$ cat config.mk
export PLATFORM = sky130hd
export DESIGN_NAME = mvu_wgt_streamer_flat
export DESIGN_NICKNAME = d
export VERILOG_FILES = /design/src/rtl/mvu_pkg.sv /design/src/rtl/mvu_wgt_streamer_if.sv /design/src/rtl/mvu_skid_fifo2.sv /design/src/rtl/mvu_wgt_streamer.sv /design/src/flat_wrapper.sv
export SDC_FILE = /design/constraint.sdc
export NUM_CORES = 1
export LEC_CHECK = 0
export CAP_MARGIN = 20
export CELL_PAD_IN_SITES_DETAIL_PLACEMENT = 0
export CELL_PAD_IN_SITES_GLOBAL_PLACEMENT = 1
export CORE_ASPECT_RATIO = 1.4
export CORE_MARGIN = 2
export CORE_UTILIZATION = 46
export DETAILED_ROUTE_END_ITERATION = 10
export HOLD_SLACK_MARGIN = 0.08
export PLACE_DENSITY_LB_ADDON = 0.1
export SKIP_CTS_REPAIR_TIMING = 1
export SLEW_MARGIN = 15
export SYNTH_ARGS = -nofsm -noshare
export SYNTH_HDL_FRONTEND = slang
export SYNTH_SLANG_ARGS = --single-unit
export TNS_END_PERCENT = 1
$ cat constraint.sdc
create_clock -name clock -period 5.3 [get_ports clock]
set_input_delay 0.795 -clock clock [delete_from_list [all_inputs] [get_ports clock]]
set_output_delay 0.795 -clock clock [all_outputs]
set_load 0.03 [all_outputs]
$ cat src/rtl/mvu_pkg.sv
// Shared types and geometry helpers for the MVU weight streamer.
package mvu_pkg;

   typedef enum logic [1:0] {IDLE, RUN, DRAIN, FIN} state_t;

   function automatic int calc_sf(input int matrix_w, input int simd);
      return matrix_w / simd;
   endfunction

   function automatic int calc_nf(input int matrix_h, input int pe);
      return matrix_h / pe;
   endfunction

   function automatic int calc_depth(input int sf, input int nf);
      return sf * nf;
   endfunction

   // A single-word memory still needs a 1-bit address port.
   function automatic int calc_addr_w(input int depth);
      return (depth <= 1) ? 1 : $clog2(depth);
   endfunction

endpackage

$ cat src/rtl/mvu_wgt_streamer_if.sv
// Weight-memory read bus plus the valid/ready weight stream towards the MVU.
interface mvu_wgt_streamer_if #(
   parameter int WW     = 4,
   parameter int ADDR_W = 2
);
   logic              wmem_en;
   logic [ADDR_W-1:0] wmem_addr;
   logic [0:WW-1]     wmem_rdata;
   logic              out_wgt_v;
   logic              out_wgt_ready;
   logic [0:WW-1]     out_wgt;

   modport master (
      output wmem_en, wmem_addr, out_wgt_v, out_wgt,
      input  wmem_rdata, out_wgt_ready
   );

   modport slave (
      input  wmem_en, wmem_addr, out_wgt_v, out_wgt,
      output wmem_rdata, out_wgt_ready
   );
endinterface

$ cat src/rtl/mvu_skid_fifo2.sv
// Two-entry skid FIFO; slot0 is always the head, same-cycle push and pop allowed.
module mvu_skid_fifo2 #(
   parameter int W = 4
) (
   input  logic         clock,
   input  logic         reset,
   input  logic         push,
   input  logic [0:W-1] din,
   input  logic         pop,
   output logic [0:W-1] dout,
   output logic [1:0]   count,
   output logic         full,
   output logic         empty
);
   logic [0:W-1] slot0, slot1;
   logic         do_push, do_pop;

   assign empty   = (count == 2'd0);
   assign full    = (count == 2'd2);
   assign dout    = slot0;
   assign do_pop  = pop & ~empty;
   assign do_push = push & (~full | do_pop);

   always_ff @(posedge clock or posedge reset) begin
      if (reset) begin
         slot0 <= '0;
         slot1 <= '0;
         count <= 2'd0;
      end else begin
         case ({do_push, do_pop})
            2'b10: begin
               if (empty) slot0 <= din;
               else       slot1 <= din;
               count <= count + 2'd1;
            end
            2'b01: begin
               slot0 <= slot1;
               count <= count - 2'd1;
            end
            2'b11: begin
               if (count == 2'd1) begin
                  slot0 <= din;
               end else begin
                  slot0 <= slot1;
                  slot1 <= din;
               end
            end
            default: ;
         endcase
      end
   end
endmodule

$ cat src/rtl/mvu_wgt_streamer.sv
// Streams the weight memory in tile order, reps times, onto the MVU weight input.
module mvu_wgt_streamer
   import mvu_pkg::*;
#(
   parameter int MatrixW = 8,
   parameter int MatrixH = 2,
   parameter int SIMD    = 2,
   parameter int PE      = 2,
   parameter int TW      = 1,
   parameter int REP_W   = 16
) (
   input  logic             clock,
   input  logic             reset,
   input  logic             start,
   input  logic [REP_W-1:0] reps,
   output logic             busy,
   output logic             done,
   mvu_wgt_streamer_if.master wif
);
   localparam int SF     = calc_sf(MatrixW, SIMD);
   localparam int NF     = calc_nf(MatrixH, PE);
   localparam int DEPTH  = calc_depth(SF, NF);
   localparam int WW     = PE * SIMD * TW;
   localparam int ADDR_W = calc_addr_w(DEPTH);
   localparam logic [ADDR_W-1:0] LAST_ADDR = ADDR_W'(DEPTH - 1);

   state_t            state, state_nxt;
   logic [REP_W-1:0]  reps_q, rep_cnt;
   logic [ADDR_W-1:0] addr;
   logic              inflight, issue, pop, push;
   logic [1:0]        occ;
   logic              fifo_full, fifo_empty;
   logic [2:0]        load;

   assign pop  = wif.out_wgt_v & wif.out_wgt_ready;
   assign push = inflight & (~fifo_full | pop);
   // Words already committed to the consumer side once this cycle's pop retires.
   assign load = {1'b0, occ} + {2'b0, inflight} - {2'b0, pop};

   assign busy          = (state != IDLE);
   assign done          = (state == FIN);
   assign wif.wmem_en   = issue;
   assign wif.wmem_addr = addr;
   assign wif.out_wgt_v = ~fifo_empty;

   always_ff @(posedge clock or posedge reset) begin
      if (reset) begin
         state    <= IDLE;
         reps_q   <= '0;
         rep_cnt  <= '0;
         addr     <= '0;
         inflight <= 1'b0;
      end else begin
         state    <= state_nxt;
         inflight <= issue;
         if (state == IDLE && start) begin
            reps_q  <= reps;
            rep_cnt <= '0;
            addr    <= '0;
         end else if (issue) begin
            if (addr == LAST_ADDR) begin
               addr    <= '0;
               rep_cnt <= rep_cnt + REP_W'(1);
            end else begin
               addr <= addr + ADDR_W'(1);
            end
         end
      end
   end

   always_comb begin
      state_nxt = state;
      issue     = 1'b0;
      case (state)
         IDLE:
            if (start) state_nxt = (reps == '0) ? FIN : RUN;
         RUN: begin
            issue = (load < 3'd2);
            if (issue && addr == LAST_ADDR && rep_cnt == reps_q - REP_W'(1))
               state_nxt = DRAIN;
         end
         // Finish as soon as the last word leaves, so done lands right after its handshake.
         DRAIN:
            if (!inflight && (occ == 2'd0 || (occ == 2'd1 && pop)))
               state_nxt = FIN;
         FIN:
            state_nxt = IDLE;
         default:
            state_nxt = IDLE;
      endcase
   end

   mvu_skid_fifo2 #(.W(WW)) u_fifo (
      .clock (clock),
      .reset (reset),
      .push  (push),
      .din   (wif.wmem_rdata),
      .pop   (pop),
      .dout  (wif.out_wgt),
      .count (occ),
      .full  (fifo_full),
      .empty (fifo_empty)
   );
endmodule

$ cat src/flat_wrapper.sv
// flat-port wrapper written by rule: the top's interface ports become plain ports
module mvu_wgt_streamer_flat import mvu_pkg::*;
#(
   parameter int MatrixW = 8,
   parameter int MatrixH = 2,
   parameter int SIMD    = 2,
   parameter int PE      = 2,
   parameter int TW      = 1,
   parameter int REP_W   = 16
)
  (clock, reset, start, reps, busy, done, wif_wmem_en, wif_wmem_addr, wif_out_wgt_v, wif_out_wgt, wif_wmem_rdata, wif_out_wgt_ready);
  mvu_wgt_streamer_if #(.WW(4), .ADDR_W(2)) wif_i ();
  input  logic clock;
  input  logic reset;
  input  logic start;
  input  logic [REP_W-1:0] reps;
  output logic busy;
  output logic done;
  output wire logic [$bits(wif_i.wmem_en)-1:0] wif_wmem_en;
  output wire logic [$bits(wif_i.wmem_addr)-1:0] wif_wmem_addr;
  output wire logic [$bits(wif_i.out_wgt_v)-1:0] wif_out_wgt_v;
  output wire logic [$bits(wif_i.out_wgt)-1:0] wif_out_wgt;
  input wire logic [$bits(wif_i.wmem_rdata)-1:0] wif_wmem_rdata;
  input wire logic [$bits(wif_i.out_wgt_ready)-1:0] wif_out_wgt_ready;
  assign wif_wmem_en = wif_i.wmem_en;
  assign wif_wmem_addr = wif_i.wmem_addr;
  assign wif_out_wgt_v = wif_i.out_wgt_v;
  assign wif_out_wgt = wif_i.out_wgt;
  assign wif_i.wmem_rdata = wif_wmem_rdata;
  assign wif_i.out_wgt_ready = wif_out_wgt_ready;
  mvu_wgt_streamer #(.MatrixW(MatrixW), .MatrixH(MatrixH), .SIMD(SIMD), .PE(PE), .TW(TW), .REP_W(REP_W)) u_core (.clock(clock), .reset(reset), .start(start), .reps(reps), .busy(busy), .done(done), .wif(wif_i));
endmodule
# Word level (Yosys, flattened, before mapping)
# Index checks and enable logic that the tools add are counted.
[totals]
ff_bits = 47
in_bits = 24
output_inout_bits = 10
[op_classes]
n_addsub = 7
magnitude_cmp = 1
n_eq_ne = 16
muxes = 19
n_bitwise = 8
reduce_logical = 20
[ops]
columns = ["op", "n"]
rows = [
  ["$mux W16", 3],
  ["$add A16 B1 Y16 const B", 1],
  ["$eq A16 B16 Y1", 1],
  ["$logic_not A16 Y1", 1],
  ["$mux W4", 4],
  ["$sub A16 B1 Y16 const B", 1],
  ["$mux W2", 7],
  ["$eq A2 B2 Y1 const B", 6],
  ["$pmux W4 S3", 1],
  ["$reduce_bool A2 Y1", 5],
  ["$pmux W2 S4", 1],
  ["$pmux W4 S2", 1],
  ["$eq A2 B1 Y1 const B", 3],
  ["$ne A2 B1 Y1 const B", 3],
  ["$ne A2 B2 Y1 const B", 3],
  ["$reduce_and A3 Y1", 2],
  ["$logic_and A1 B1 Y1", 5],
  ["$add A2 B1 Y2 const B", 2],
  ["$and A1 B1 Y1", 4],
  ["$logic_not A2 Y1", 2],
  ["$pmux W2 S2", 1],
  ["$reduce_and A2 Y1", 2],
  ["$add A2 B1 Y3", 1],
  ["$lt A3 B2 Y1 const B", 1],
  ["other kinds (8)", 10],
]

# Logic depth before layout (Yosys ltp)
# Gate-level depths: netlist of run 1.
[logic_depth]
ltp_word = 9
depth_mapped = 15
ltp_nobuf = 15

# By module
# A second synthesis of run 1 with hierarchy kept.
[unflattened]
hier_cells = 339
hier_area_um2 = 2977.9
[modules_own_cells]
columns = ["module", "instances", "cells_per_inst", "area_per_inst_um2", "seq_area_each_um2"]
rows = [
  ["mvu_wgt_streamer", 1, 286, 2417.3, 925.9],
  ["mvu_skid_fifo2", 1, 53, 560.5, 250.2],
]

# Worst setup path before layout of run 1
# Ideal clock, no wire load.
[synth_timing]
path_type = "flip-flop to flip-flop"
start = "register u_core.u_fifo.count[1]"
end = "register u_core.state[0]"
arrival_ns = 3.240
path_slack_ns = 1.927
stages_incl_launch_ff = 15
path_buffers = 0
path_cell_list = "dfrtp_1 inv_1 ha_1 inv_1 nand2_1 inv_1 ha_1 nor2_1 fa_1 nor2_1 nand4_1 or4_1 a2111oi_2 a31oi_1 mux2i_1"
[synth_between]
elab_chain_cells = 9
word_cells_on_any_way = 15
[synth_lines]
columns = ["item", "line_no", "text"]
rows = [
  ["start: declaration", "mvu_skid_fifo2.sv:11", "output logic [1:0] count,"],
  ["start signal: assignment", "mvu_skid_fifo2.sv:34", "count <= count + 2'd1;"],
  ["start signal: assignment", "mvu_skid_fifo2.sv:38", "count <= count - 2'd1;"],
  ["$logic_not A2 Y1 *", "mvu_skid_fifo2.sv:18", "assign empty = (count == 2'd0);"],
  ["$not A1 Y1 *", "mvu_wgt_streamer.sv:44", "assign wif.out_wgt_v = ~fifo_empty;"],
  ["net wif_out_wgt_v", "flat_wrapper.sv:21", "output wire logic [$bits(wif_i.out_wgt_v)-1:0] wif_out_wgt_v;"],
  ["$and A1 B1 Y1 *", "mvu_wgt_streamer.sv:35", "assign pop = wif.out_wgt_v & wif.out_wgt_ready;"],
  ["$sub A3 B1 Y3", "mvu_wgt_streamer.sv:38", "assign load = {1'b0, occ} + {2'b0, inflight} - {2'b0, pop};"],
  ["$lt A3 B2 Y1", "mvu_wgt_streamer.sv:78", "issue = (load < 3'd2);"],
  ["$logic_and A1 B1 Y1 (2 in a row)", "mvu_wgt_streamer.sv:79", "if (issue && addr == LAST_ADDR && rep_cnt == reps_q - REP_W'(1))"],
  ["$ne A2 B1 Y1 (no line)", "--", ""],
  ["$reduce_and A3 Y1 (no line) *", "--", ""],
  ["end signal: assignment", "mvu_wgt_streamer.sv:54", "state <= state_nxt;"],
  ["end: declaration", "mvu_wgt_streamer.sv:27", "state_t state, state_nxt;"],
]
# Mark *: on every way through the listed nets, which the timed path passes. The rest lies on a longest branch.
# A chain may end at the register's enable or synchronous reset.

# Worst setup path after layout of run 1
[layout_timing]
start = "input wif_out_wgt_ready"
end = "output wif_wmem_en"
[layout_between]
elab_chain_cells = 4
[layout_lines]
columns = ["item", "line_no", "text"]
rows = [
  ["start: declaration", "flat_wrapper.sv:24", "input wire logic [$bits(wif_i.out_wgt_ready)-1:0] wif_out_wgt_ready;"],
  ["$and A1 B1 Y1", "mvu_wgt_streamer.sv:35", ""],
  ["$sub A3 B1 Y3", "mvu_wgt_streamer.sv:38", ""],
  ["$lt A3 B2 Y1", "mvu_wgt_streamer.sv:78", ""],
  ["$mux W1", "mvu_wgt_streamer.sv:74", "case (state)"],
  ["end: declaration", "flat_wrapper.sv:19", "output wire logic [$bits(wif_i.wmem_en)-1:0] wif_wmem_en;"],
]
# No other way between the ends.

==> impl_metrics.ini, run 1 <==
[worst_setup_path]
crit_path_cell_trace = clkdlybuf4s50_1 > nand2_1 > inv_1 > ha_1 > nor2_1 > fa_1 > nor2_1 > nand2_1 > inv_1 > clkdlybuf4s50_1
start_kind = input port
crit_required_ns = 4.51
cp_slowest_cell = clkdlybuf4s50_1
crit_arrival_ns = 3.37
cp_max_fo = 5
worstSetupPathType = input port to primary output
crit_path_end_kind = primary output
cp_slowest_stage_delay_ns = 0.68

[synth]
synthArstFlopShare_pct = 100
ys_warn_count = 0
synth_cell_type_count = 41
synth_seq_cells = 47
ys_seq_area_share_pct = 41.8
synth-edff-count = 0
synth_fp_nets = 353
synth-main-ff-cell = dfrtp_1
syn_inst = 313
avgSynthCellArea_sq_um = 8.99
synth_area_sq_mm = 0.00281

[grt]
grt_overflow = 0
antenna_found_initial = 0
grt_max_degree = 48
grt_usage_pct = 18.9
grt_pass1_wl_um = 10100
grt_pass1_vias = 2137

[sta]
timing.final.crit_share_pct = 78.5
setup_tns_ns = 0
slew_headroom_pct = 64.6
clock_skew_ns = 0.00525
setup_viol = 0
whs_ns = 0.512
finalHoldViolations = 0
period_minus_slack_ns = 4.16
fmax_ghz = 0.240
worst_pin_slew_ns = 0.530
setup_ws_ns = 1.14
rsz0062_at_grt = no
finalMaxSlewViolations = 0

[drt]
finalWirelength_um = 6040
vias = 2237
wire_per_inst_um = 14.5
viasPerCell = 5.36
final_antenna_net_count = 0
drc = 0
drt-initial-drc-count = 73
dr.pass1.iters = 4

[placement]
dp_slack_ns = 1.14
place_area_sq_mm = 0.00320
dp_cells = 408
io_buffer_count = 33
hpwl_um = 4520
place.gp.congestion = 0.801

[clock_tree]
root_buffer = clkbuf_8
clockBufferDepth = 2
insertion_delay_ns = 0.30
tritoncts = done
htreeDepth = 2
path_clk_slew_ns = 0.08
clock-sinks = 47
cts_buffers = 5

[final_layout]
finish.utilization_pct = 56.3
diodes = 0
fill_cells = 541
fin_nets = 386
area_delta_synth_final_pct = 18.2
final_layout_size_suffix_gt1_share_pct = 5.48
fin_cells = 417
stdcell_area_sq_mm = 0.00332

[pwr]
totalPowerFinal_mw = 1.59
vdd_drop_max_mv = 0.203
p_leak_nw = 1.51
powerDensity_mw_per_mm2 = 478

[hold_path]
hp-class = register to register

[floorplan]
start_util_pct = 47.6
dieArea_sq_mm = 0.00676
core_area_sq_mm = 0.00590
rows = 33
die_height_um = 96.5
fp.dieW_um = 70.1
pin_count = 34

[status]
status = finished, final reports clean

[run]
maxCapViolations = 0
[critical path, delay by kind of cell]
kind                     cells  cell delay, ns
AND/OR/NAND/NOR              4            0.48
adder cells (fa/ha/maj)      2            0.68
buffers and inverters        4            1.40
[cells in the final DEF, fill, tap and decap left out, drive strengths merged, types with 4 or more instances in the layout]
master and n:
a21oi 13, a22oi 4, clkbuf 8, clkdlybuf4s50 33, dfrtp 47, ha 15
inv 16, mux2 4, mux2i 7, nand2 64, nand4 5, nor2 30
nor3 8, nor4 6, o21ai 10, xnor2 18, xor2 15
[cells in the mapped netlist (all sizes together) (4+ instances only)]
cell | instances | area share [%]
nand2 | 64 | 8.5
dfrtp | 47 | 42
nor2 | 30 | 4.0
xnor2 | 18 | 5.6
inv | 16 | 2.1
ha | 15 | 6.7
xor2 | 15 | 4.7
a21oi | 13 | 2.3
o21ai | 10 | 1.8
clkbuf | 8 | 1.1
nor3 | 8 | 1.4
mux2i | 7 | 2.5
nor4 | 6 | 1.3
nand4 | 5 | 1.1
a22oi | 4 | 1.1
mux2 | 4 | 1.6
[layout make-up]
class                      instances  area (sq um)  area share [%]
clock buffer                       8           100            3.01
sequential                        47          1180            35.4
tap                               70          87.6            2.63
inverter                          16          60.1            1.81
multi-input combinational        241          1540            46.4
timing repair buffer              35           358            10.8
[final timing paths]
kind                                         from                endpoint  slack [ns]  cells after the start
max reg2reg                u_core.u_fifo.count[1]         u_core.state[0]        1.82                     14
min                        u_core.u_fifo.slot1[0]  u_core.u_fifo.slot1[0]        0.51                      1
max in group asynchronous                   reset        u_core.reps_q[8]        4.07                      3
max                             wif_out_wgt_ready             wif_wmem_en        1.14                     10
min reg2reg                u_core.u_fifo.slot1[0]  u_core.u_fifo.slot1[0]        0.51                      1
min in group asynchronous                   reset  u_core.u_fifo.slot1[3]        0.74                      2
[metal layers]
| layer | share of wire (%) | wire, um | global-route usage [%] | vias up |
|---|---|---|---|---|
| met3 | 2.5 | 151 | 3.01 | 5 |
| li1 | - | - | - | 1127 |
| met2 | 53 | 3220 | 34.8 | 30 |
| met1 | 43 | 2620 | 22.8 | 1075 |
| met4 | 0.94 | 57 | 6.09 | 0 |
| met5 | 0 | 0 | 0 | - |
[state kept, by name, summed over array words and instances, names as in the netlist]
signal,count
u_core.u_fifo.slot1,4
u_core.wif.wmem_addr,2
u_core.u_fifo.dout,4
u_core.inflight,1
u_core.reps_q,16
u_core.rep_cnt,16
u_core.state,2
u_core.u_fifo.count,2
[report_power, final]
| group | switching (mW) | internal [mW] | leakage [nW] |
|---|---|---|---|
| Sequential | 0.123 | 0.470 | 0.605 |
| Combinational | 0.418 | 0.341 | 0.855 |
| Clock | 0.119 | 0.119 | 0.0515 |
[kinds of logic after synthesis]
family / after synthesis / synth area share (%)
AOI/OAI and AO/OA: 40 / 9.03
xor gates and xnor gates: 33 / 10.3
and+or+nand+nor: 141 / 24.1
adders and majority gates: 16 / 7.38
DFF: 47 / 41.8
muxes: 11 / 4.09
buffers and inverters: 25 / 3.34
No activity file was read; power rests on OpenSTA's default activity.
==> run 2: changes to the inputs <==
- CORE_UTILIZATION: 46 -> 43
- clock period: 5.3 -> 4.1 ns (I/O delays scaled with it)
==> run 2 against run 1 <==
  * Die area up 6.6%
  * Utilization is 3.2 points lower
  * Critical path type is now register to primary output
  * Largest cell class unchanged
  * Clock power increased by 30%
==> impl_metrics.ini, run 2 (synthesis results as in run 1) <==
[clock_tree]
tritoncts = done
insertion_delay_ns = 0.30
clockBufferDepth = 2
root_buffer = clkbuf_8
cts_buffers = 5
htreeDepth = 2
path_clk_slew_ns = 0.08
clock-sinks = 47

[worst_setup_path]
reg2reg_setup_slack_ns = 0.60
crit_arrival_ns = 2.92
r2r_end = u_core.state[1]
crit_required_ns = 3.48
cp_max_fo = 5
rr_startpoint = u_core.u_fifo.count[1]
crit_path_end_kind = primary output
worstSetupPathType = register to primary output
ff2ff_path_depth = 14
start_kind = register

[floorplan]
dieArea_sq_mm = 0.00721
pin_count = 34
core_area_sq_mm = 0.00625
rows = 34
fp.dieW_um = 72.4
die_height_um = 99.7
start_util_pct = 45.0

[placement]
place.gp.congestion = 0.832
place_area_sq_mm = 0.00321
dp_cells = 411
io_buffer_count = 33
dp_slack_ns = 0.285
hpwl_um = 4780

[pwr]
p_int_mw = 1.20
p_seq_share_pct = 36.9
powerDensity_mw_per_mm2 = 625
vdd_drop_max_mv = 0.239
sw_frac_of_total_pct = 42.1
totalPowerFinal_mw = 2.07
clock_power_share_pct = 15.0
p_comb_share_pct = 48.1
switchingPower_uw = 872
p_leak_nw = 1.52

[grt]
grt_max_degree = 48
grt_usage_pct = 19.1
grt_pass1_wl_um = 10700
grt_pass1_vias = 2308
grt_overflow = 0
antenna_found_initial = 0

[drt]
vias = 2253
wire_per_inst_um = 15.2
final_antenna_net_count = 0
drc = 0
dr.pass1.iters = 4
viasPerCell = 5.38
finalWirelength_um = 6380
drt-initial-drc-count = 68

[sta]
worst_pin_slew_ns = 0.840
period_minus_slack_ns = 3.53
finalMaxSlewViolations = 0
whs_ns = 0.507
timing.final.crit_share_pct = 86.2
finalHoldViolations = 0
setup_viol = 0
fmax_ghz = 0.283
slew_headroom_pct = 44.0
clock_skew_ns = 0.00391
setup_ws_ns = 0.568
setup_tns_ns = 0
rsz0062_at_grt = no

[hold_path]
min_from = u_core.u_fifo.count[0]
hp-class = register to register
hold_depth = 1
whs_endpoint = u_core.u_fifo.count[0]

[final_layout]
area_delta_synth_final_pct = 18.0
fin_nets = 386
largestRegisters = u_core.rep_cnt: 16 flops, u_core.reps_q: 16 flops
finish.utilization_pct = 53.1
final_layout_size_suffix_gt1_share_pct = 5.48
layout_commonest_cell = nand2_1
fin_cells = 419
fill_cells = 631
stdcell_area_sq_mm = 0.00332
diodes = 0
layout_common_cells = 64 x nand2_1, 47 x dfrtp_1, 32 x clkdlybuf4s50_1

[run]
maxCapViolations = 0

[status]
status = finished, final reports clean
-- run 2: changes by cell type in the layout (fill, tap and decap cells not counted), sizes merged --
cell           previous run  this run
clkdlybuf4s50            33        32
dlymetal6s2s              0         1
inv                      16        15
clkinv                    0         1
-- run 2: worst max-delay path by stage --
stage / end / from
floorplan: u_core.state[0] / u_core.u_fifo.count[1]
global placement: wif_wmem_en / wif_out_wgt_ready
detailed placement: wif_wmem_en / wif_out_wgt_ready
CTS: wif_wmem_en / u_core.u_fifo.count[1]
global route: wif_wmem_en / u_core.u_fifo.count[1]
finish: wif_wmem_en / u_core.u_fifo.count[1]
-- run 2: worst max-delay path, cell delays in order (launching register included) --
cell and delay, ns:
dfrtp_1 0.43, inv_1 0.14, ha_1 0.22, inv_1 0.08, nand2_1 0.14, inv_1 0.11
ha_1 0.28, nor2_1 0.11, fa_1 0.45, nor2_1 0.15, nand2_1 0.10, inv_1 0.11
dlymetal6s2s_1 0.30
-- run 2: power by group through the flow --
stage	sequential (mW)	clock (mW)	combinational, mW
6_report	0.766	0.310	0.996
4_1_cts	0.769	0.316	1.01
5_1_grt	0.792	0.336	1.12
3_5_place_dp	0.778	0	1.00
2_1_floorplan	0.770	0	0.708
3_3_place_gp	0.774	0	0.984
-- run 2: metal layers --
layer	share of wire [%]	GRT usage [%]	up-vias
met5	0	0	-
met4	1.2	5.66	0
met3	2.2	2.43	5
met2	55	36.3	24
met1	41	21.7	1097
li1	-	-	1127
-- run 2: final cells by class --
cell class,count,area [sq um],share of cell area [%]
Sequential cell,47,1180,35.4
Timing Repair Buffer,35,348,10.5
Clock buffer,8,100,3.02
Inverter,16,61.3,1.85
Multi-Input combinational cell,241,1540,46.5
Tap cell,72,90.1,2.71
==> run 3: changes to the inputs <==
- MAX_ROUTING_LAYER: default -> met4
==> run 3 against run 2 <==
  * Flip-flop and latch count stayed put
  * Register-to-register slack hardly changed
  * Combinational power hardly changed
  * Total power hardly changed
  * Sequential share of layout area stayed put
  * Clock power hardly changed
  * First-iteration DRC count stayed put
  * Routed wire length is 0.22% higher
  * Global-route usage is 0.56 points higher
  * Setup slack better by 0.0036 ns
  * Final cell count stayed put
  * Critical path type unchanged
==> impl_metrics.ini, run 3 (synthesis results as in run 1) <==
[status]
status = finished, final reports clean

[worst_setup_path]
rr_startpoint = u_core.u_fifo.count[1]
reg2reg_setup_slack_ns = 0.61
cp_max_fo = 5
cp_num_buf_inv = 5
start_kind = register
cp_slowest_stage_delay_ns = 0.45
r2r_end = u_core.state[1]
cp_slowest_cell = fa_1
cp_top_family = adder cells
worstSetupPathType = register to primary output
crit_required_ns = 3.48
crit_arrival_ns = 2.91
ff2ff_path_depth = 14
crit_path_end_kind = primary output
crit_path_cell_trace = inv_1 > ha_1 > inv_1 > nand2_1 > inv_1 > ha_1 > nor2_1 > fa_1 > nor2_1 > nand2_1 > inv_1 > dlymetal6s2s_1
crit_path_frequent_cell = inv_1

[placement]
place.gp.congestion = 0.845
io_buffer_count = 33
hpwl_um = 4780

[grt]
antenna_found_initial = 0
grt_usage_pct = 19.7
grt_pass1_wl_um = 10700
grt_pass1_vias = 2309
grt_overflow = 0
grt_max_degree = 48

[clock_tree]
path_clk_slew_ns = 0.08
root_buffer = clkbuf_8
tritoncts = done
clockBufferDepth = 2
cts_buffers = 5
insertion_delay_ns = 0.30
htreeDepth = 2
clock-sinks = 47

[final_layout]
multi_input_area_sq_mm = 0.00154
area_delta_synth_final_pct = 18.0
diodes = 0
largestRegisters = u_core.rep_cnt: 16 flops, u_core.reps_q: 16 flops
layout_common_cells = 64 x nand2_1, 47 x dfrtp_1, 32 x clkdlybuf4s50_1
layout_commonest_cell = nand2_1
final-seq-area_sq_mm = 0.00118
fin_nets = 386
fill_cells = 631
finish.utilization_pct = 53.1
final_layout_size_suffix_gt1_share_pct = 5.48

[drt]
vias = 2264
final_antenna_net_count = 0
drc = 0
drt-initial-drc-count = 68
wire_per_inst_um = 15.2
finalWirelength_um = 6390
dr.pass1.iters = 4
viasPerCell = 5.40

[pwr]
p_leak_nw = 1.52
powerDensity_mw_per_mm2 = 625
vdd_drop_max_mv = 0.239

[sta]
period_minus_slack_ns = 3.53
setup_viol = 0
slew_headroom_pct = 44.2
timing.final.crit_share_pct = 86.1
clock_skew_ns = 0.00407
setup_tns_ns = 0
finalMaxSlewViolations = 0
worst_pin_slew_ns = 0.835
finalHoldViolations = 0
rsz0062_at_grt = no
whs_ns = 0.507
fmax_ghz = 0.283

[floorplan]
start_util_pct = 45.0
rows = 34
die_height_um = 99.7
dieArea_sq_mm = 0.00721
pin_count = 34
core_area_sq_mm = 0.00625
fp.dieW_um = 72.4

[hold_path]
hp-class = register to register
min_from = u_core.u_fifo.count[0]
hold_depth = 1
whs_endpoint = u_core.u_fifo.count[0]

[run]
maxCapViolations = 0
run 3: cell counts in the layout (fill, tap and decap cells not counted):
No cell type changed its count.
run 3: area by class of cell:
| class | count | share of cell area (%) |
|---|---|---|
| multi-input cells | 241 | 46.5 |
| clock buffers | 8 | 3.02 |
| repair buffers | 35 | 10.5 |
| inverters | 16 | 1.85 |
| flip-flops and latches | 47 | 35.4 |
| well taps | 72 | 2.71 |
run 3: through the flow:
step                      worst slack [ns]  area (sq um)  std cells  total power, mW
after floorplan                      0.727          2810        313             1.48
after CTS                            0.155          3310        419             2.09
after global routing                 0.283          3320        419             2.25
final                                0.571          3320        419             2.07
after detailed placement             0.285          3210        411             1.78
after global placement               0.296          3210        411             1.76
run 3: report_power, final:
part | switching (mW) | internal [mW] | total [mW]
combinational | 0.557 | 0.438 | 0.996
sequential | 0.160 | 0.608 | 0.767
clock | 0.156 | 0.154 | 0.311
run 3: how the worst max path moves through the flow:
| stage | start | depth (start not counted) | end |
|---|---|---|---|
| finish | u_core.u_fifo.count[1] | 12 | wif_wmem_en |
| floorplan | u_core.u_fifo.count[1] | 14 | u_core.state[0] |
| detailed placement | wif_out_wgt_ready | 10 | wif_wmem_en |
| global route | u_core.u_fifo.count[1] | 12 | wif_wmem_en |
| global placement | wif_out_wgt_ready | 10 | wif_wmem_en |
| CTS | u_core.u_fifo.count[1] | 12 | wif_wmem_en |
run 3: metal layers:
layer	up-vias	GRT usage, %	wire [um]
met5	-	-	0
met4	0	5.66	80
met3	5	2.43	147
met2	26	36.3	3500
met1	1107	21.7	2660
li1	1126	-	-
==> RTL change 1, RTL diff (settings of run 1) <==
Encoding of `state_t`: now Gray code (2 bits for 4 states).
--- a/src/rtl/mvu_pkg.sv
+++ b/src/rtl/mvu_pkg.sv
@@ -3,3 +3,3 @@
 
-   typedef enum logic [1:0] {IDLE, RUN, DRAIN, FIN} state_t;
+   typedef enum logic [1:0] {IDLE = 2'b00, RUN = 2'b01, DRAIN = 2'b11, FIN = 2'b10} state_t;
 
Check against the original RTL: no difference found for any inputs over 10 cycles, from zero or initial values and one cycle with reset high; not proved beyond that.
==> RTL change 1 against run 1 <==
  * Wire length is 5.9% higher
  * Setup slack lost 0.16 ns
  * Via count is 2.0% higher
  * Synthesized area rose by 4.9%
  * Clock power increased by 29%
  * Design area up 4.5%
  * Count of clock-buffer cells in the layout decreased by 2
  * Sequential cell count unchanged
  * Final cell count decreased by 2.2%
  * Power rose by 14%
  * Critical endpoint unchanged
==> RTL change 1: results (changes against run 1) <==
INFO  global_route   antenna_found_initial=0 [unchanged]
INFO  place          routabilityCongestion=0.7682 [-4.1%]
INFO  setup_path     worstReg2RegEnd=u_core.state[1]
INFO  sta            clock_skew=0.01063ns [+0.005384 ns]
INFO  synthesis      async_reset_ff_share=100.0% [unchanged]
INFO  route          num_vias=2,281 [+2.0%]
INFO  cts            cts.reportedPaths.clkPinSlew=0.08ns [about the same]
INFO  cells_and_area number_of_diodes_added_for_antenna_fixing=0 [unchanged]
INFO  cts            insertion_delay=0.30ns [about the same]
INFO  pwr            power.leakage=0.001433uW [-5.1%]
INFO  hold_path      worstHoldPathType=flop to flop
INFO  cells_and_area largestRegisters=u_core.rep_cnt x16, u_core.reps_q x16
INFO  sta            worst_slew_pin_slew=0.5917ns [+0.06134 ns]
INFO  synthesis      synth_flop_cell=dfrtp_1
INFO  cts            ctsRootBufferMaster=clkbuf_8
INFO  setup_path     arrival=3.53ns [+0.16 ns]
INFO  cells_and_area drive_gt1_share=12.20% [+6.7 points]
INFO  place          hpwl=4856um [+7.4%]
INFO  pwr            max-vdd-ir-drop=0.2921mV [+44%]
INFO  setup_path     slowest_delay=0.74ns [+0.06 ns]
INFO  synthesis      syn_nets=337 [-4.5%]
INFO  synthesis      synthTopCellsByCount=dfrtp_1 (47), nor2_1 (31), nand2_1 (23)
INFO  setup_path     r2r_cells=13 [-1]
INFO  global_route   first_pass_grt_wire_length=11,160um [+11%]
INFO  setup_path     setup.reg_to_reg.worst_slack=1.93ns [+0.11 ns]
INFO  cts            cts_inserted_buffers=5 [unchanged]
INFO  cells_and_area nNetsFinal=370 [-4.1%]
INFO  synthesis      synthesis.yosys.warnings=0 [unchanged]
INFO  cts            cts.htree.levels=2 [unchanged]
INFO  hold_path      whs_endpoint=u_core.u_fifo.slot1[1]
INFO  outcome        run_status=completed
INFO  route          route.final.wire_length=6401um [+5.9%]
INFO  route          drt_pre_antenna_iters=4 [unchanged]
INFO  setup_path     cp_top_family=buffers and inverters
INFO  global_route   grt_usage=19.89% [+0.97 points]
INFO  hold_path      holdPathStages=1 [unchanged]
INFO  global_route   grt_start_max_net_pins=48 [unchanged]
INFO  synthesis      count_of_distinct_cell_types_in_the_synthesized_netlist=53 [+29%]
INFO  place          total_of_buffers_placed_on_input_and_output_ports=33 [unchanged]
INFO  hold_path      hold_path.startpoint=u_core.u_fifo.slot1[1]
INFO  cts            clk_path_buf_depth=2 [unchanged]
INFO  sta            setup_slack=0.9741ns [-0.1644 ns]
INFO  synthesis      synthTopCellsByArea=dfrtp_1 (40%), mux2_2 (6.1%), xor2_1 (5.9%)
INFO  setup_path     worstPathMaxFanout=5 [unchanged]
INFO  setup_path     critPathSlowestCell=clkdlybuf4s50_1
INFO  synthesis      synth.yosys.seq_area_share=39.85% [-2.0 points]
INFO  sta            hold-worst-slack=0.5127ns [+0.0003960 ns]
INFO  route          detail_route.iter0.violations=76 [+4.1%]
INFO  setup_path     timing.rr.start=u_core.u_fifo.count[1]
[RTL change 1: metal layers]
metal | wire length (um) | track usage (%) | up-vias
met2 | 3422 | 34.97 | 32
met3 | 137 | 2.556 | 9
met5 | 0 | 0 | -
met1 | 2719 | 24.92 | 1108
met4 | 122 | 6.531 | 0
li1 | - | - | 1132
[RTL change 1: kinds of logic (layout without fill, tap and decap cells)]
logic type | count (synthesis) | in the layout | share of synthesized area, %
AND/OR/NAND/NOR | 113 | 113 | 21.37
AO/OA/AOI/OAI | 47 | 47 | 11.19
flip-flops | 47 | 47 | 39.85
XOR/XNOR | 35 | 35 | 10.39
buffers and inverters | 29 | 63 | 4.832
multiplexers | 20 | 20 | 7.461
adder cells (fa/ha/maj) | 11 | 11 | 4.917
[RTL change 1: through the flow]
stage,instances,instance area (um^2)
finish,408,3475
global route,408,3475
CTS,406,3450
detailed placement,398,3317
global placement,398,3317
floorplan,302,2952
[RTL change 1: layout make-up]
class	instances	area (um^2)
clock inverters	2	60.06
multi-input cells	226	1638
flip-flops and latches	47	1176
clock buffers	6	72.57
well taps	72	90.09
inverters	18	67.56
repair buffers	37	370.4
fillers	580	2736
[RTL change 1: power breakdown]
group          internal, uW  switching [uW]  total, uW
registers               482             168        650
logic                   391             465        856
clock network           189             119        308
[RTL change 1: worst max path at each step]
stage                 startpoint           to  cells past startpoint
2_1_floorplan  wif_out_wgt_ready  wif_wmem_en                      8
3_3_place_gp   wif_out_wgt_ready  wif_wmem_en                     10
3_5_place_dp   wif_out_wgt_ready  wif_wmem_en                     10
4_1_cts        wif_out_wgt_ready  wif_wmem_en                     10
5_1_grt        wif_out_wgt_ready  wif_wmem_en                     10
6_report       wif_out_wgt_ready  wif_wmem_en                     10
==> RTL change 2, RTL diff (settings of run 1) <==
Without the edit above. Reset style: synchronous (`reset`), changed in 2 clocked blocks.
--- a/src/rtl/mvu_skid_fifo2.sv
+++ b/src/rtl/mvu_skid_fifo2.sv
@@ -23,3 +23,3 @@
 
-   always_ff @(posedge clock or posedge reset) begin
+   always_ff @(posedge clock) begin
       if (reset) begin
--- a/src/rtl/mvu_wgt_streamer.sv
+++ b/src/rtl/mvu_wgt_streamer.sv
@@ -45,3 +45,3 @@
 
-   always_ff @(posedge clock or posedge reset) begin
+   always_ff @(posedge clock) begin
       if (reset) begin
Formal check against the unedited RTL: differs if reset is asserted again (counterexample within 4 cycles, from zero or initial values and one cycle with reset high); with reset held inactive, the same outputs for 10 cycles.
==> RTL change 2 against run 1 <==
  * Clock power is 17% higher
  * Setup slack got worse by 0.31 ns
  * Global-route usage grew 1.5 points
  * Via count grew 7.7%
  * Count of clock-buffer cells in the layout shrank 3
  * Sequential cell count unchanged
  * Wire length up 5.4%
  * Die area down 2.6%
  * Synthesized area down 2.8%
  * Power shrank 11%
  * Combinational power decreased by 13%
  * Design area decreased by 2.5%
==> RTL change 2: results (changes against run 1) <==
INFO  hold_path      whs_endpoint=u_core.reps_q[13]
INFO  cells_and_area final_cell_count_no_fill=440 [+5.5%]
INFO  cts            cts.reportedPaths.clkPinSlew=0.10ns [+0.02 ns]
INFO  sta            maxClockFrequency=223.7MHz [-6.9%]
INFO  place          hpwl=4993um [+10%]
INFO  sta            clock_skew=0.009585ns [+0.004338 ns]
INFO  global_route   gr-usage-met2=38.62% [+3.9 points]
INFO  cells_and_area nNetsFinal=409 [+6.0%]
INFO  synthesis      synth.yosys.seq_area_share=34.40% [-7.4 points]
INFO  pwr            power.share.clock=19.8% [+4.8 points]
INFO  pwr            power.switching_fraction=40.88% [-0.65 points]
INFO  synthesis      synth_flop_cell=dfxtp_1
INFO  global_route   first_pass_grt_wire_length=10,830um [+7.5%]
INFO  cells_and_area ff_latch_area=940.9um^2 [-20%]
INFO  setup_path     slowest_delay=0.78ns [+0.10 ns]
INFO  route          dr_wl_met2=3295um [+2.4%]
INFO  synthesis      postSynthCellCount=338 [+8.0%]
INFO  cells_and_area fillerInstances=560 [+3.5%]
INFO  global_route   grt_usage=20.38% [+1.5 points]
INFO  sta            hold-worst-slack=0.4932ns [-0.01904 ns]
INFO  outcome        run_status=completed
INFO  synthesis      async_reset_ff_share=0% [-100 points]
INFO  global_route   gr-usage-met3=3.805% [+0.80 points]
INFO  synthesis      syn_nets=378 [+7.1%]
INFO  setup_path     worstReg2RegEnd=u_core.rep_cnt[15]
INFO  route          detail_route.iter0.violations=81 [+11%]
INFO  global_route   use_met1=22.58% [-0.17 points]
INFO  synthesis      synthTopCellsByCount=nand2_1 (54), dfxtp_1 (47), nor2_1 (40)
INFO  setup_path     timing.rr.start=u_core.u_fifo.count[1]
INFO  hold_path      holdPathStages=2 [+1]
INFO  sta            worst_slew_pin_slew=0.8882ns [+0.3578 ns]
INFO  pwr            sequentialPowerShare=33.1% [-4.2 points]
INFO  synthesis      synthTopCellsByArea=dfxtp_1 (34%), nand2_1 (7.4%), ha_1 (6.9%)
INFO  setup_path     arrival=3.68ns [+0.31 ns]
INFO  place          placed_cells_incl_taps=432 [+5.9%]
INFO  hold_path      hold_path.startpoint=u_core.reps_q[13]
INFO  global_route   grt_start_max_net_pins=31 [-35%]
INFO  place          placedInstanceArea=3126um^2 [-2.5%]
INFO  setup_path     r2r_cells=15 [+1]
INFO  pwr            power.leakage=0.001223uW [-19%]
INFO  place          detailedPlace.worstSlack=0.7976ns [-0.3409 ns]
INFO  route          met1Wirelength=2778um [+6.2%]
-- RTL change 2: changes by cell type after synthesis, moves of 3 or more --
cell	change
o21ai_0	-3
xnor2_1	-4
mux2_2	-4
and4bb_2	-3
dfrtp_1	-47
nor2_1	+10
nor3_1	-3
a21oi_1	+11
nand2_1	-10
a211oi_1	+8
dfxtp_1	+47
xor2_1	+4
-- RTL change 2: cell families (layout without fill, tap and decap cells) --
family	count (synthesis)	count (layout)	share of synthesized area (%)
XOR/XNOR	33	33	10.57
AND/OR/NAND/NOR	148	148	26.26
AO/OA/AOI/OAI	62	62	15.14
adder cells (fa/ha/maj)	16	16	7.594
buffers and inverters	25	57	3.476
flip-flops	47	47	34.40
multiplexers	7	7	2.562
-- RTL change 2: layout make-up --
class | count | area share [%]
inverters | 14 | 1.621
clock buffers | 5 | 2.123
well taps | 70 | 2.702
multi-input cells | 266 | 52.41
flip-flops and latches | 47 | 29.02
clock inverters | 3 | 1.467
repair buffers | 35 | 10.65
